===== src/rtl/byte_packer.sv =====
// Byte-to-word packer: collects 8-bit bytes into NUM_BYTES-lane words, flushing
// early on lastIn, with a one-entry valid/ready output holding register.
module byte_packer #(
    parameter int NUM_BYTES = 8
) (
    input  logic                   clk,
    input  logic                   reset,
    input  logic                   validIn,
    input  logic [7:0]             inData8,
    input  logic                   lastIn,
    output logic                   readyIn,
    output logic                   validOut,
    output logic [NUM_BYTES*8-1:0] outData,
    output logic [NUM_BYTES-1:0]   byteMask,
    output logic                   lastOut,
    input  logic                   readyOut
);

    localparam int CW = $clog2(NUM_BYTES);
    localparam int WW = NUM_BYTES * 8;
    localparam logic [CW-1:0] LAST_LANE = CW'(NUM_BYTES - 1);

    // Lanes 0..c inclusive are occupied once lane c has been written.
    function automatic logic [NUM_BYTES-1:0] fill_mask(input logic [CW-1:0] c);
        logic [NUM_BYTES-1:0] m;
        m = {NUM_BYTES{1'b0}};
        for (int i = 0; i < NUM_BYTES; i++) begin
            if (CW'(i) <= c) begin
                m[i] = 1'b1;
            end else begin
                m[i] = 1'b0;
            end
        end
        return m;
    endfunction

    logic [WW-1:0]        asm_r;
    logic [CW-1:0]        cnt_r;
    logic [WW-1:0]        out_data_r;
    logic [NUM_BYTES-1:0] byte_mask_r;
    logic                 last_out_r;
    logic                 valid_out_r;

    logic                 ready_s;
    logic                 accept_s;
    logic                 complete_s;
    logic [WW-1:0]        merged_s;

    // Handshake decode; readyIn only sees readyOut through the held valid.
    always_comb begin
        ready_s    = !valid_out_r || readyOut;
        accept_s   = validIn && ready_s;
        complete_s = accept_s && ((cnt_r == LAST_LANE) || lastIn);
    end

    // Assembly word with the incoming byte dropped into lane cnt.
    always_comb begin
        merged_s = asm_r;
        for (int i = 0; i < NUM_BYTES; i++) begin
            if (cnt_r == CW'(i)) begin
                merged_s[i*8 +: 8] = inData8;
            end else begin
                merged_s[i*8 +: 8] = asm_r[i*8 +: 8];
            end
        end
    end

    // Assembly register and lane counter; cleared whenever a word is emitted.
    always_ff @(posedge clk or posedge reset) begin
        if (reset) begin
            asm_r <= {WW{1'b0}};
            cnt_r <= {CW{1'b0}};
        end else if (complete_s) begin
            asm_r <= {WW{1'b0}};
            cnt_r <= {CW{1'b0}};
        end else if (accept_s) begin
            asm_r <= merged_s;
            cnt_r <= cnt_r + CW'(1);
        end else begin
            asm_r <= asm_r;
            cnt_r <= cnt_r;
        end
    end

    // Output holding register; a completion in the drain cycle reloads it.
    always_ff @(posedge clk or posedge reset) begin
        if (reset) begin
            out_data_r  <= {WW{1'b0}};
            byte_mask_r <= {NUM_BYTES{1'b0}};
            last_out_r  <= 1'b0;
            valid_out_r <= 1'b0;
        end else if (complete_s) begin
            out_data_r  <= merged_s;
            byte_mask_r <= fill_mask(cnt_r);
            last_out_r  <= lastIn;
            valid_out_r <= 1'b1;
        end else if (valid_out_r && readyOut) begin
            valid_out_r <= 1'b0;
        end else begin
            valid_out_r <= valid_out_r;
        end
    end

    assign readyIn  = ready_s;
    assign validOut = valid_out_r;
    assign outData  = out_data_r;
    assign byteMask = byte_mask_r;
    assign lastOut  = last_out_r;

endmodule


===== config.mk =====
export PLATFORM = sky130hd
export DESIGN_NAME = byte_packer
export DESIGN_NICKNAME = d
export VERILOG_FILES = /design/src/rtl/byte_packer.sv
export SDC_FILE = /design/constraint.sdc
export NUM_CORES = 1
export LEC_CHECK = 0
export ABC_CLOCK_PERIOD_IN_PS = 4900
export CORE_UTILIZATION = 47
export DETAILED_ROUTE_END_ITERATION = 6
export PLACE_DENSITY = 0.81
export SYNTH_ARGS = -nofsm -noshare
export SYNTH_HDL_FRONTEND = slang
export SYNTH_SLANG_ARGS = --single-unit
export TNS_END_PERCENT = 30

===== constraint.sdc =====
create_clock -name clk -period 4.9 [get_ports clk]
set_clock_uncertainty 0.15 [all_clocks]
set_input_delay 0.98 -clock clk [delete_from_list [all_inputs] [get_ports clk]]
set_output_delay 0.98 -clock clk [all_outputs]
set_load 0.02 [all_outputs]

==> impl_metrics.json <==
{
  "fmax_ghz": 0.290,
  "drv_slew": 0,
  "ff_latch_area_mm2": 0.00353,
  "r2r_start": "cnt_r[1]",
  "utilization_pct": 61.0,
  "postSynthAreaPerCell_um2": 12.2,
  "crit_chain": "clkdlybuf4s50_1 -> and2b_4 -> inv_2 -> clkdlybuf4s50_1",
  "hp-class": "register to register",
  "dp_cells": 735,
  "path_depth": 4,
  "wl_per_cell_um": 21.8,
  "critical_path.most_common_cell": "clkdlybuf4s50_1",
  "r2r_end": "asm_r[22]",
  "reg2regPathDepth": 6,
  "dr.pass1.iters": 5,
  "yosysSeqAreaShare_pct": 55.9,
  "grt_max_degree": 83,
  "slew_headroom_pct": 35.1,
  "dieArea_mm2": 0.0139,
  "dp_hpwl_um": 9930,
  "finalWorstSetupSlack_ns": 1.45,
  "grt_first_pass_wirelength_um": 26500,
  "tns_ns": 0,
  "hold_buffers": 0,
  "post_cts_buffers": 0,
  "synth_cell_types": 39,
  "rows": 41,
  "ys_ff_latch": 141,
  "cts_tree": "done",
  "period_needed_ns": 3.45,
  "final_antenna_net_count": 0,
  "layout.nets": 600,
  "synth_nets": 537,
  "area.growth.synth_to_final_pct": 24.5,
  "instances_no_fill": 767,
  "drv_cap": 0,
  "grt_usage_pct": 24.8,
  "cts_max_path_buffers": 2,
  "crit_start": "readyOut",
  "critPathTopFamily": "buffers and inverters",
  "yosys_warnings": 0,
  "synth.area.top_cells": "dfrtp_1 (56%), mux2i_1 (8.9%), o2bb2ai_1 (6.7%)",
  "ys.flop_type": "dfrtp_1",
  "path_max_fanout": 6,
  "die_y_um": 118,
  "synthArstFlopShare_pct": 100,
  "clk_pin_slew_ns": 0.05,
  "arrival_ns": 2.32,
  "period_share_pct": 70.5,
  "cpPeakStageDelay_ns": 0.59,
  "leakagePower_nw": 3.23,
  "nFillCells": 984,
  "multi_input_area_mm2": 0.00249,
  "synth.cell_area_mm2": 0.00631,
  "synth_top_cell_area_share_pct": 55.9,
  "cts_root_buffer": "clkbuf_16",
  "cp.buffers_inverters": 3,
  "status": "finished, final reports clean",
  "vdd_ir_drop_max_mv": 0.223,
  "grt_pass1_vias": 4768,
  "cp_slowest_cell": "clkdlybuf4s50_1",
  "drtIter0Drc": 504,
  "die_x_um": 118,
  "drt_drc_violations_left": 0,
  "tightest_slew_ns": 0.974,
  "io-pin-count": 88,
  "pre_cts_slack_ns": 1.34,
  "num_vias": 4865,
  "critPathLaunchType": "primary input",
  "layout-drive-gt1-share_pct": 11.4,
  "setup-violations-final": 0,
  "grt_remaining_overflow": 0,
  "synth_edf_count": 0,
  "initial_core_util_pct": 49.0,
  "cts_buffers": 17,
  "h-tree-depth": 4,
  "critPathRequiredTime_ns": 3.77,
  "yosysTopAreaCell": "dfrtp_1",
  "gp_congestion": 0.862,
  "io_buffers": 87,
  "hold-worst-slack_ns": 0.340,
  "end_kind": "output pin",
  "cts-resized-gates": 0,
  "power_density_mw_per_mm2": 486,
  "criticalPathCategory": "primary input to output pin",
  "clk_latency_ns": 0.42,
  "grt_antenna_before_repair": 0,
  "syn_inst": 519,
  "cp-endpoint": "readyIn",
  "viasPerCell": 6.34,
  "cts_num_sinks": 141,
  "rsz0062_at_grt": "no",
  "core_area_mm2": 0.0129,
  "rrSetupSlack_ns": 2.04,
  "wl_um": 16700,
  "antenna_cells": 0,
  "hold_viol_final": 0
}
## layout make-up
| type | instances | area share, % |
|---|---|---|
| clock inverters | 12 | 2.44 |
| repair buffers | 96 | 12.0 |
| clock buffers | 20 | 5.81 |
| multi-input cells | 319 | 31.7 |
| flip-flops and latches | 141 | 44.9 |
| inverters | 7 | 0.382 |
| well taps | 172 | 2.74 |
## synthesized netlist by cell type (all sizes together), types with 2 or more instances
cell type	count
dfrtp	141
a31oi	63
a21oi	60
mux2i	56
o2bb2ai	48
buf	33
clkbuf	19
mux2	18
a22o	13
nand3	10
inv	7
nand2	7
o211ai	7
and2	6
ha	5
o21ai	5
nand4	3
nor2	3
and3b	2
nand2b	2
nor4	2
## registers in the layout, indices dropped and copies added, names as in the netlist
signal / cells
byteMask: 8
cnt_r: 3
outData: 64
validOut: 1
lastOut: 1
asm_r: 64
## per-stage QoR
stage | power (mW) | area [µm²]
floorplan | 2.02 | 6310
global placement | 2.39 | 7210
detailed placement | 2.41 | 7210
CTS | 3.83 | 7860
global route | 3.97 | 7860
finish | 3.82 | 7860
## how the worst min path moves through the flow
stage / from / to / slack, ns / depth (start not counted)
after global placement: asm_r[60] / asm_r[60] / 0.32 / 1
after global routing: asm_r[62] / asm_r[62] / 0.34 / 1
after CTS: outData[10] / outData[10] / 0.34 / 1
after detailed placement: asm_r[54] / asm_r[54] / 0.32 / 1
after floorplan: asm_r[10] / asm_r[10] / 0.30 / 1
final: asm_r[62] / asm_r[62] / 0.34 / 1
## report_power, final
part / switching (mW) / internal, mW
Combinational: 0.520 / 0.423
Clock: 0.485 / 0.926
Sequential: 0.119 / 1.34
Total: 1.12 / 2.69
## layout by cell type, fill, tap and decap left out, drive strengths merged, types with 2 or more instances in the layout
master,n
clkdlybuf4s50,86
clkinvlp,2
nand2,7
and3b,2
buf,10
mux2i,56
inv,6
o2bb2ai,48
mux2,18
bufinv,5
nand3,10
a31oi,63
ha,5
and2,6
nand2b,2
a22o,13
o21ai,5
nor4,2
o211ai,7
dfrtp,141
a21oi,60
nand4,3
clkbuf,20
clkinv,6
nor2,3
## cells by family after synthesis
family	synth area share (%)
AND/OR/NAND/NOR	4.06
flip-flops	55.9
buffers and inverters	4.68
AO/OA/AOI/OAI	22.3
adder cells (fa/ha/maj)	0.991
multiplexers	12.1
## layer usage
layer | vias up | wire length, µm | global-route usage (%)
li1 | 2108 | - | -
met1 | 2481 | 7440 | 34.8
met2 | 238 | 7860 | 37.5
met3 | 38 | 1030 | 5.28
met4 | 0 | 361 | 10.1
met5 | - | 0 | 0
No activity file was read; power rests on OpenSTA's default activity.
